**config.mk**
```make
export PLATFORM = sky130hd
export DESIGN_NAME = rcv_bit_decoder_flat
export DESIGN_NICKNAME = d
export VERILOG_FILES = /design/src/rtl/usb_rx_pkg.sv /design/src/rtl/rcv_bit_decoder_if.sv /design/src/rtl/rcv_bit_timer.sv /design/src/rtl/rcv_bit_decoder.sv /design/src/flat_wrapper.sv
export SDC_FILE = /design/constraint.sdc
export NUM_CORES = 1
export LEC_CHECK = 0
export BUFFER_PORTS_ARGS = -buffer_cell sky130_fd_sc_hd__buf_2
export CAP_MARGIN = 25
export CORE_UTILIZATION = 56
export CTS_CLUSTER_SIZE = 10
export DETAILED_ROUTE_END_ITERATION = 12
export MAX_ROUTING_LAYER = met4
export PLACE_DENSITY = 0.86
export SYNTH_ARGS = -nofsm -noshare
export SYNTH_HDL_FRONTEND = slang
export SYNTH_SLANG_ARGS = --single-unit
```
**constraint.sdc**
```tcl
create_clock -name clk -period 3.2 [get_ports clk]
set_clock_uncertainty 0.05 [all_clocks]
set_input_delay 0.16 -clock clk [delete_from_list [all_inputs] [get_ports clk]]
set_output_delay 0.16 -clock clk [all_outputs]
set_load 0.05 [all_outputs]
```
**src/rtl/usb_rx_pkg.sv**
```systemverilog
// Shared types and constants for the USB receive path.
// Byte constants are in shift-register order: first bit on the wire ends up in [7].
package usb_rx_pkg;

    typedef enum logic {
        DEC_IDLE,
        DEC_RUN
    } dec_state_t;

    localparam logic [7:0] SYNC_BYTE = 8'h01;

    localparam logic [7:0] PID_ACK   = 8'h4B;
    localparam logic [7:0] PID_NAK   = 8'h5A;
    localparam logic [7:0] PID_OUT   = 8'h87;
    localparam logic [7:0] PID_IN    = 8'h96;
    localparam logic [7:0] PID_DATA0 = 8'hC3;
    localparam logic [7:0] PID_DATA1 = 8'hD2;

    // Consecutive decoded ones after which the next bit is a stuffed bit.
    localparam int unsigned STUFF_RUN = 6;

endpackage

```
**src/rtl/rcv_bit_decoder_if.sv**
```systemverilog
// Line inputs and decoded outputs between the synchronizers, bit decoder and receive control unit.
interface rcv_bit_decoder_if;

    logic       d_plus_sync;
    logic       d_minus_sync;
    logic       edge_sig;
    logic       packet_done;
    logic       eop;
    logic       byte_finish;
    logic [7:0] rx_shift_register;

    modport master (
        input  d_plus_sync,
        input  d_minus_sync,
        output edge_sig,
        output packet_done,
        output eop,
        output byte_finish,
        output rx_shift_register
    );

    modport slave (
        output d_plus_sync,
        output d_minus_sync,
        input  edge_sig,
        input  packet_done,
        input  eop,
        input  byte_finish,
        input  rx_shift_register
    );

endinterface

```
**src/rtl/rcv_bit_timer.sv**
```systemverilog
// Bit-period counter with edge resync; raises sample for one cycle per bit period while running.
module rcv_bit_timer #(
    parameter int unsigned CLKS_PER_BIT = 8,
    parameter int unsigned SAMPLE_PT    = 3
) (
    input  logic clk,
    input  logic n_rst,
    input  logic run,
    input  logic d_edge,
    output logic sample
);

    localparam int unsigned CW = $clog2(CLKS_PER_BIT);
    localparam logic [CW-1:0] CNT_LAST   = CW'(CLKS_PER_BIT - 1);
    localparam logic [CW-1:0] CNT_SAMPLE = CW'(SAMPLE_PT);
    localparam logic [CW-1:0] CNT_RESYNC = CW'(1);

    logic [CW-1:0] counter_q;
    logic [CW-1:0] counter_d;

    // An edge while idle is the J->K start edge, so it also seeds the count for entry.
    always_comb begin
        counter_d = '0;
        if (d_edge) begin
            counter_d = CNT_RESYNC;
        end else if (run) begin
            counter_d = (counter_q == CNT_LAST) ? '0 : counter_q + CW'(1);
        end
    end

    always_ff @(posedge clk or negedge n_rst) begin
        if (!n_rst) begin
            counter_q <= '0;
        end else begin
            counter_q <= counter_d;
        end
    end

    assign sample = run && (counter_q == CNT_SAMPLE);

endmodule

```
**src/rtl/rcv_bit_decoder.sv**
```systemverilog
// USB receive front end: bit timing recovery, NRZI decode, bit unstuffing and byte assembly.
module rcv_bit_decoder
    import usb_rx_pkg::*;
#(
    parameter int unsigned CLKS_PER_BIT = 8,
    parameter int unsigned SAMPLE_PT    = 3
) (
    input  logic              clk,
    input  logic              n_rst,
    rcv_bit_decoder_if.master bus
);

    dec_state_t state_q, state_d;

    logic       d_prev_q, d_prev_d;
    logic       nrzi_ref_q, nrzi_ref_d;
    logic [2:0] ones_cnt_q, ones_cnt_d;
    logic [2:0] bit_cnt_q, bit_cnt_d;
    logic [7:0] rx_shift_register_q, rx_shift_register_d;
    logic       edge_sig_q, edge_sig_d;
    logic       packet_done_q, packet_done_d;
    logic       eop_q, eop_d;
    logic       byte_finish_q, byte_finish_d;

    logic d_edge;
    logic sample;
    logic run;
    logic line_se0;
    logic line_j;
    logic bit_val;

    assign d_edge   = bus.d_plus_sync != d_prev_q;
    assign run      = state_q == DEC_RUN;
    assign line_se0 = !bus.d_plus_sync && !bus.d_minus_sync;
    assign line_j   = bus.d_plus_sync && !bus.d_minus_sync;
    assign bit_val  = bus.d_plus_sync == nrzi_ref_q;

    rcv_bit_timer #(
        .CLKS_PER_BIT (CLKS_PER_BIT),
        .SAMPLE_PT    (SAMPLE_PT)
    ) u_timer (
        .clk    (clk),
        .n_rst  (n_rst),
        .run    (run),
        .d_edge (d_edge),
        .sample (sample)
    );

    always_comb begin
        state_d             = state_q;
        d_prev_d            = bus.d_plus_sync;
        nrzi_ref_d          = nrzi_ref_q;
        ones_cnt_d          = ones_cnt_q;
        bit_cnt_d           = bit_cnt_q;
        rx_shift_register_d = rx_shift_register_q;
        edge_sig_d          = d_edge;
        packet_done_d       = 1'b0;
        eop_d               = eop_q;
        byte_finish_d       = 1'b0;

        unique case (state_q)
            DEC_IDLE: begin
                if (d_edge && !bus.d_plus_sync) begin
                    state_d    = DEC_RUN;
                    bit_cnt_d  = '0;
                    ones_cnt_d = '0;
                end
            end
            DEC_RUN: begin
                if (sample) begin
                    packet_done_d = 1'b1;
                    if (line_se0) begin
                        eop_d      = 1'b1;
                        nrzi_ref_d = 1'b1;
                        bit_cnt_d  = '0;
                        ones_cnt_d = '0;
                    end else begin
                        eop_d      = 1'b0;
                        nrzi_ref_d = bus.d_plus_sync;
                        // eop_q doubles as "previous sample was SE0": J after SE0 ends the packet.
                        if (eop_q && line_j) begin
                            state_d = DEC_IDLE;
                        end else if (ones_cnt_q == 3'(STUFF_RUN)) begin
                            ones_cnt_d = '0;
                        end else begin
                            rx_shift_register_d = {rx_shift_register_q[6:0], bit_val};
                            bit_cnt_d           = bit_cnt_q + 3'd1;
                            byte_finish_d       = bit_cnt_q == 3'd7;
                            ones_cnt_d          = bit_val ? ones_cnt_q + 3'd1 : '0;
                        end
                    end
                end
            end
            default: state_d = DEC_IDLE;
        endcase
    end

    always_ff @(posedge clk or negedge n_rst) begin
        if (!n_rst) begin
            state_q             <= DEC_IDLE;
            d_prev_q            <= 1'b1;
            nrzi_ref_q          <= 1'b1;
            ones_cnt_q          <= '0;
            bit_cnt_q           <= '0;
            rx_shift_register_q <= '0;
            edge_sig_q          <= 1'b0;
            packet_done_q       <= 1'b0;
            eop_q               <= 1'b0;
            byte_finish_q       <= 1'b0;
        end else begin
            state_q             <= state_d;
            d_prev_q            <= d_prev_d;
            nrzi_ref_q          <= nrzi_ref_d;
            ones_cnt_q          <= ones_cnt_d;
            bit_cnt_q           <= bit_cnt_d;
            rx_shift_register_q <= rx_shift_register_d;
            edge_sig_q          <= edge_sig_d;
            packet_done_q       <= packet_done_d;
            eop_q               <= eop_d;
            byte_finish_q       <= byte_finish_d;
        end
    end

    assign bus.edge_sig          = edge_sig_q;
    assign bus.packet_done       = packet_done_q;
    assign bus.eop               = eop_q;
    assign bus.byte_finish       = byte_finish_q;
    assign bus.rx_shift_register = rx_shift_register_q;

endmodule

```
**src/flat_wrapper.sv**
```systemverilog
// flat-port wrapper written by rule: the top's interface ports become plain ports
module rcv_bit_decoder_flat import usb_rx_pkg::*;
#(
    parameter int unsigned CLKS_PER_BIT = 8,
    parameter int unsigned SAMPLE_PT    = 3
)
  (clk, n_rst, bus_d_plus_sync, bus_d_minus_sync, bus_edge_sig, bus_packet_done, bus_eop, bus_byte_finish, bus_rx_shift_register);
  rcv_bit_decoder_if bus_i ();
  input  logic clk;
  input  logic n_rst;
  input wire logic [$bits(bus_i.d_plus_sync)-1:0] bus_d_plus_sync;
  input wire logic [$bits(bus_i.d_minus_sync)-1:0] bus_d_minus_sync;
  output wire logic [$bits(bus_i.edge_sig)-1:0] bus_edge_sig;
  output wire logic [$bits(bus_i.packet_done)-1:0] bus_packet_done;
  output wire logic [$bits(bus_i.eop)-1:0] bus_eop;
  output wire logic [$bits(bus_i.byte_finish)-1:0] bus_byte_finish;
  output wire logic [$bits(bus_i.rx_shift_register)-1:0] bus_rx_shift_register;
  assign bus_i.d_plus_sync = bus_d_plus_sync;
  assign bus_i.d_minus_sync = bus_d_minus_sync;
  assign bus_edge_sig = bus_i.edge_sig;
  assign bus_packet_done = bus_i.packet_done;
  assign bus_eop = bus_i.eop;
  assign bus_byte_finish = bus_i.byte_finish;
  assign bus_rx_shift_register = bus_i.rx_shift_register;
  rcv_bit_decoder #(.CLKS_PER_BIT(CLKS_PER_BIT), .SAMPLE_PT(SAMPLE_PT)) u_core (.clk(clk), .n_rst(n_rst), .bus(bus_i));
endmodule
```
### Yosys cells after proc, flatten, opt, wreduce, memory -nomap -nowiden

Cells that the tools add are included.
Widths: inputs -> output; s select.

| word-level totals | value |
|---|---|
| logic and storage cells | 68 |
| input bits | 4 |
| output and inout bits | 12 |
| bits in registers | 24 |

| cells by class | value |
|---|---|
| bitwise logic cells | 4 |
| reduce and logical (&&, ||, !) cells | 11 |
| multiplexer cells | 29 |
| $add $sub $neg | 3 |
| equal/unequal tests | 10 |

Operators by type and width:

| cell | count |
|---|---|
| $mux 3 | 13 |
| $mux 1 | 13 |
| $pmux 3 s2 | 2 |
| $add 3x1->3 const B | 3 |
| $eq 3x3->1 const B | 3 |
| $ne 3x3->1 const B | 2 |
| $logic_and 1x1->1 | 5 |
| $reduce_and 5->1 | 1 |
| $not 1->1 | 4 |
| $reduce_and 4->1 | 1 |
| $eq 3x2->1 const B | 1 |
| $reduce_and 3->1 | 1 |
| $logic_not 1->1 | 2 |
| $ne 2x1->1 const B | 1 |
| $ne 2x2->1 const B | 1 |
| $pmux 1 s2 | 1 |
| $reduce_and 2->1 | 1 |
| $eq 1x1->1 | 1 |
| $ne 1x1->1 | 1 |

### Longest topological paths before layout

Gate-level depths: netlist (run 1).

| depth | value |
|---|---|
| depth in word-level cells | 7 |
| gate-level depth with buffers | 7 |
| gate-level depth less buffers | 6 |

### By module

Synthesis (run 1) repeated with hierarchy kept, for this count alone.

| unflattened totals | value |
|---|---|
| cells, all modules | 80 |
| area total of the unflattened synthesis | 1113.6 µm² |

By module, submodules not included:

| module | instances | area an instance (µm²) | cells an instance |
|---|---|---|---|
| rcv_bit_decoder | 1 | 958.4 | 68 |
| rcv_bit_timer | 1 | 155.1 | 12 |

### Worst setup path after synthesis (run 1)

No wires, ideal clock.

| timing | value |
|---|---|
| path kind | reg2reg |
| start point | register u_core.u_timer.counter_q[0] |
| end point | register u_core.rx_shift_register_q[1] (netlist: u_core.bus.rx_shift_register[1]) |
| arrival time | 1490 ps |
| path buffers | 1 |
| cell stages (with the launch flop) | 8 |
| clock period less this slack | 1665 ps |
| path slack | 1535 ps |
| cells stage by stage | dfrtp_1 > ha_1 > ha_1 > nand2_4 > inv_2 > o211a_4 > buf_6 > mux2_4 |

| on the way | value |
|---|---|
| word-level cells in the longest chain between the ends | 3 |

RTL lines:

| element | line | source |
|---|---|---|
| from (decl) | rcv_bit_timer.sv:18 | `logic [CW-1:0] counter_q;` |
| from (signal assigned) | rcv_bit_timer.sv:35 | `counter_q <= counter_d;` |
| $eq 3x2->1 | rcv_bit_timer.sv:39 | `assign sample = run && (counter_q == CNT_SAMPLE);` |
| $logic_and 1x1->1 | rcv_bit_timer.sv:39 |  |
| $reduce_and 5->1 (no line) | -- |  |
| to (signal assigned) | rcv_bit_decoder.sv:116 | `rx_shift_register_q <= rx_shift_register_d;` |
| to (decl) | rcv_bit_decoder.sv:19 | `logic [7:0] rx_shift_register_q, rx_shift_register_d;` |

No other way between the ends.
A chain may end at the register's enable or synchronous reset.

### Final worst setup path (run 1)

| timing | value |
|---|---|
| start point | register u_core.u_timer.counter_q[0] |
| end point | register u_core.rx_shift_register_q[7] (netlist: u_core.bus.rx_shift_register[7]) |

Same word-level chain as after synthesis.

==> results of run 1 <==
[worst max-delay path: stages (launching register included)]
cell,delay (ns)
dfrtp_1,0.38
ha_1,0.18
ha_1,0.21
nand2_4,0.07
inv_2,0.11
o211a_4,0.26
mux2_2,0.35
[how the worst max path moves through the flow]
stage,start,end
after CTS,u_core.u_timer.counter_q[0],u_core.bus.rx_shift_register[7]
after global routing,u_core.u_timer.counter_q[0],u_core.bus.rx_shift_register[7]
after detailed placement,u_core.u_timer.counter_q[0],u_core.bus.rx_shift_register[7]
after floorplan,u_core.u_timer.counter_q[0],u_core.bus.rx_shift_register[1]
final,u_core.u_timer.counter_q[0],u_core.bus.rx_shift_register[7]
after global placement,u_core.u_timer.counter_q[0],u_core.bus.rx_shift_register[7]
[per-stage QoR]
stage | power (uW) | hold slack (ns) | area, sq um
after detailed placement | 1070 | 0.115 | 1210
after CTS | 1230 | 0.0306 | 1270
after global routing | 1290 | 0.0651 | 1270
final | 1220 | 0.0502 | 1270
after floorplan | 951 | -0.186 | 1140
after global placement | 1050 | 0.108 | 1210
[power groups by stage]
stage / clock [uW] / combinational, uW / sequential (uW)
6_report: 154 / 561 / 500
5_1_grt: 168 / 607 / 515
4_1_cts: 160 / 566 / 500
3_5_place_dp: 0 / 561 / 505
3_3_place_gp: 0 / 548 / 498
2_1_floorplan: 0 / 280 / 671
[Yosys cell counts (all sizes together) (2+ instances only)]
| library cell | instances |
|---|---|
| inv | 8 |
| a22o | 2 |
| dfstp | 2 |
| mux2 | 9 |
| buf | 3 |
| and2 | 3 |
| ha | 8 |
| o2111ai | 2 |
| nand2 | 6 |
| nor3b | 2 |
| o21ai | 2 |
| dfrtp | 22 |
| nor2 | 5 |
[cell families (layout without fill, tap and decap cells)]
| family | after synthesis | in the layout |
|---|---|---|
| compound gates | 14 | 14 |
| fa+ha+maj | 8 | 8 |
| buf+inv | 11 | 29 |
| flops | 24 | 24 |
| mux | 10 | 10 |
| simple gates | 21 | 21 |
[flip-flops by register name (all words and copies together), names as in the netlist, 3 cells and up]
register                      cells
u_core.u_timer.counter_q          3
u_core.bit_cnt_q                  3
u_core.ones_cnt_q                 3
u_core.bus.rx_shift_register      8
[layout make-up]
type,count,area share (%)
multi-input combinational,53,37.4
clock buffer,4,2.85
timing repair buffer,17,7.48
sequential,24,47.4
tap,25,2.46
inverter,8,2.36
[metal layers]
| layer | vias to the layer above | global-route usage [%] | routed length, um |
|---|---|---|---|
| met5 | - | - | 0 |
| met4 | 0 | 7.43 | 10 |
| met3 | 2 | 3.08 | 54 |
| met2 | 14 | 30.3 | 822 |
| met1 | 337 | 28.7 | 936 |
| li1 | 346 | - | - |
[timing repair]
item	in CTS	in global routing
hold endpoints to repair	23	0
setup endpoints to repair	0	0
hold buffers	2	0
==> results.yml, run 1 <==
run_status:
  status: "complete, no violations"
setup_path:
  worstPathArrival_ns: 1.87
  r2r_setup_slack_ns: 1.48
  reg2reg_depth: 6
  worstSetupPathType: "flop to flop"
  reg2reg_to: "u_core.bus.rx_shift_register[7]"
  cp.required_ns: 3.35
  start_kind: "flop"
  cp-end-kind: "flop"
  critPathMaxFanout: 11
  r2r-start: "u_core.u_timer.counter_q[0]"
synthesis:
  synthCells: 88
  yosys.area_share.adder_pct: 8.81
  ys_seq_elements: 24
  synth_top_cell_by_area: "dfrtp_1"
  synth-compound-area-share_pct: 10.5
  ys_seq_area_share_pct: 53.1
  synth-xor-area-share_pct: 0
  synth.area.top_cells: "dfrtp_1 48%, ha_1 8.8%, mux2_4 6.6%"
  synth_top_flop_cell: "dfrtp_1"
  synth_nets: 100
  synth-simple-area-share_pct: 11.1
  synthMuxAreaShare_pct: 11.5
  synth_top_family_by_area: "multiplexers"
  ys_warn_count: 0
  yosysTopAreaCellShare_pct: 48.5
  synth-async-reset-ratio_pct: 100
  synth.avg_cell_area_sq_um: 12.9
  netlist_area_sq_um: 1140
  synth_edf_count: 0
  synth_cell_types: 32
place:
  place_ws_ns: 1.50
  hpwl_um: 1310
  port_buffers: 15
  placed_cells: 125
  gp_congestion: 0.750
sta:
  max_freq_mhz: 582
  finalSetupTns_ns: 0
  tightest_slew_ns: 0.524
  period_share_pct: 53.7
  relSlewSlack_pct: 65.0
  setup_viol: 0
  finalHoldViolCount: 0
  setup_ws_ns: 1.48
  grt_setup_unrepaired: "no"
  final-max-slew-violation-count: 0
  finalCriticalPeriod_ns: 1.72
layout:
  fin_util_pct: 69.8
  most-common-layout-cells: "22 x dfrtp_1, 15 x buf_2, 8 x ha_1, 7 x inv_1"
  ff_latch_area_sq_um: 603
  drive_gt1_share_pct: 35.8
  num-fill-cells: 136
  area_growth_pct: 11.9
  insertedDiodeCount: 0
  mostFrequentLayoutCell: "dfrtp_1"
  layout.nets: 119
  stdcell_count: 131
  multi_input_area_sq_um: 475
global_routing:
  groute.usage.overall_pct: 20.5
  globalRouteOverflowTotal: 0
  grt_max_degree: 25
  grt_pass1_vias: 654
  grt_pass1_wl_um: 3040
  grt_antenna_before_repair: 0
die:
  core-area_sq_um: 1820
  start_util_pct: 62.4
  ios: 16
  die_width_um: 47.0
  fp.dieH_um: 47.0
  dieArea_sq_um: 2210
  rows: 15
cts:
  clk_pin_slew_ns: 0.12
  clock_sinks: 24
  cts_setup_buffers: 0
  cts_root_buf: "clkbuf_4"
  cts_resized: 0
  cts-buffers-inserted: 3
  htreeDepth: 1
  clk_latency_ns: 0.30
  clock_path_buffers: 2
  tritoncts: "yes"
drt:
  route.vias.total: 699
  drtIter0Drc: 11
  ant_nets: 0
  route.detailed.drc: 0
  postRouteWirelength_um: 1820
  viasPerCell: 5.34
  wl_per_cell_um: 13.9
  firstDrtPassIters: 4
worst_hold_path:
  whs_endpoint: "u_core.nrzi_ref_q"
  hold_depth: 2
  holdCritStartpoint: "bus_d_minus_sync"
  min_path_type: "primary input to flop"
power:
  p_seq_share_pct: 41.1
  switchingPower_uw: 520
  vdd_ir_drop_max_v: 0.000716
  p_int_uw: 695
  power_frac_comb_pct: 46.2
  clock_power_share_pct: 12.7
  p_leak_uw: 0.000643
  power_density_nw_per_um2: 956
  netSwitchingFraction_pct: 42.8
job:
  timing.max_cap.violations: 0
Note: power is estimated with default switching activity, not from simulation.
==> run 2: changes to the inputs <==
Settings changed: CORE_UTILIZATION 56 to 49, PLACE_DENSITY 0.86 to 0.81.
Clock period 3.2 ns to 1.55 ns, I/O delays scaled along.
==> run 2 against run 1 <==
Final cell count is 8.4% higher. Largest power group unchanged. Sequential cell count stayed put. Non-clock buffer count is 7 higher. Cell area is 9.9% higher. Power is 120% higher. Worst setup slack worse by 1.5 ns. Critical path depth stayed put. Combinational power is 140% higher. Sequential share of layout area is 4.2 points lower. Fmax is 12% higher. Sequential power is 110% higher.
==> results.yml, run 2 (synthesis gave the netlist of run 1 again) <==
setup_path:
  worst-path-buf-inv: 1
  startpoint: "u_core.u_timer.counter_q[0]"
  start_kind: "flop"
  worstPathArrival_ns: 1.69
  cp.depth: 6
  critPathMaxStageDelay_ns: 0.42
  cp.required_ns: 1.71
  slowest_stage: "dfrtp_1"
  r2r-start: "u_core.u_timer.counter_q[0]"
  critPathMaxFanout: 6
  worstSetupPathType: "flop to flop"
  reg2reg_depth: 6
  critPathTopFamily: "flip-flops"
  crit_top_cell: "ha_4"
  cp-end-kind: "flop"
  path_cells: "ha_4 > ha_4 > nand2_4 > inv_4 > o211a_4 > mux2_4"
cts:
  cts_root_buf: "clkbuf_4"
  clk_pin_slew_ns: 0.13
  clock_path_buffers: 2
  tritoncts: "yes"
  clock_sinks: 24
  clk_latency_ns: 0.31
  htreeDepth: 1
  cts-buffers-inserted: 3
place:
  hpwl_um: 1390
  port_buffers: 15
  place_ws_ns: -0.0367
  gp_congestion: 0.797
  place_area_sq_um: 1270
global_routing:
  grt_pass1_wl_um: 3200
  grt_antenna_before_repair: 0
  grt_pass1_vias: 705
  grt_max_degree: 25
  globalRouteOverflowTotal: 0
  groute.usage.overall_pct: 18.2
worst_hold_path:
  min_path_type: "primary input to flop"
  holdCritStartpoint: "bus_d_plus_sync"
  hold_depth: 2
layout:
  drive_gt1_share_pct: 46.5
  ff_latch_area_sq_um: 604
  layout.nets: 127
  area_growth_pct: 23.0
  insertedDiodeCount: 0
  mostFrequentLayoutCell: "dfrtp_1"
  fin_area_sq_um: 1400
  largest_reg_flops: 8
  multi_input_area_sq_um: 539
  num-fill-cells: 162
  most-common-layout-cells: "21 x dfrtp_1, 15 x buf_2, 7 x inv_1, 7 x mux2_4, 6 x buf_4"
sta:
  finalHoldViolCount: 0
  period_share_pct: 99.1
  setup_viol: 0
  relSlewSlack_pct: 65.4
  tightest_slew_ns: 0.519
  finalCriticalPeriod_ns: 1.54
  grt_setup_unrepaired: "yes"
  max_freq_mhz: 651
  final-max-slew-violation-count: 0
  setup_ws_ns: 0.0147
drt:
  postRouteWirelength_um: 2010
  wl_per_cell_um: 14.2
  route.vias.total: 750
  route.detailed.drc: 0
  firstDrtPassIters: 4
  drtIter0Drc: 23
  ant_nets: 0
  viasPerCell: 5.28
die:
  core-area_sq_um: 2190
  start_util_pct: 51.9
  die_width_um: 50.2
  fp.dieH_um: 50.2
  dieArea_sq_um: 2520
  ios: 16
  rows: 17
power:
  power_density_nw_per_um2: 1950
  p_leak_uw: 0.000686
  vdd_ir_drop_max_v: 0.00128
job:
  timing.max_cap.violations: 0
run_status:
  status: "complete, no violations"
[run 2: changes by cell type in the layout (fill, tap and decap cells not counted), sizes merged]
cell         previous run  this run
o211a                   1         2
dlygate4sd3             2         3
buf                    15        21
[run 2: where the power goes]
| group | total [uW] | switching [uW] | internal, uW |
|---|---|---|---|
| combinational | 1370 | 801 | 569 |
| clock | 323 | 179 | 143 |
| sequential | 1040 | 180 | 857 |
[run 2: layout make-up]
| cell class | instances | area share (%) |
|---|---|---|
| tap | 28 | 2.51 |
| clock buffer | 4 | 2.60 |
| sequential | 24 | 43.2 |
| timing repair buffer | 24 | 10.7 |
| inverter | 8 | 2.33 |
| multi-input combinational | 54 | 38.6 |
[run 2: per-stage QoR]
| step | power [uW] | TNS, ns | util (%) | hold slack, ns | std cells |
|---|---|---|---|---|---|
| finish | 2730 | 0 | 63.8 | 0.0262 | 142 |
| global route | 2880 | -0.273 | 63.8 | 0.0206 | 142 |
| CTS | 2670 | -0.0246 | 62.3 | 0.0132 | 141 |
| detailed placement | 2290 | -0.0706 | 57.9 | 0.0287 | 132 |
| global placement | 2230 | 0 | 57.9 | 0.0229 | 132 |
| floorplan | 1990 | -0.0284 | - | -0.268 | 88 |
[run 2: final timing paths]
kind	slack, ns	to
max	0.01	u_core.bus.rx_shift_register[1]
min	0.03	u_core.bus.eop
max reg2reg	0.01	u_core.bus.rx_shift_register[1]
min reg2reg	0.47	u_core.bit_cnt_q[1]
max in group asynchronous	0.87	u_core.bus.eop
min in group asynchronous	0.21	u_core.run
[run 2: layer usage]
metal	track usage, %	part of all wire, %	vias to the layer above
met1	24.7	50	358
met3	3.64	3.0	6
met5	-	0	-
li1	-	-	367
met4	9.52	2.5	0
met2	25.6	44	19
[run 2: what timing repair did]
action,4_1_cts,5_1_grt
setup endpoints to repair,6,11
pin swaps,2,3
endpoints found under the hold margin,24,0
setup buffers,1,1
gates cloned,1,0
gates resized for setup,2,7
hold buffers,3,0
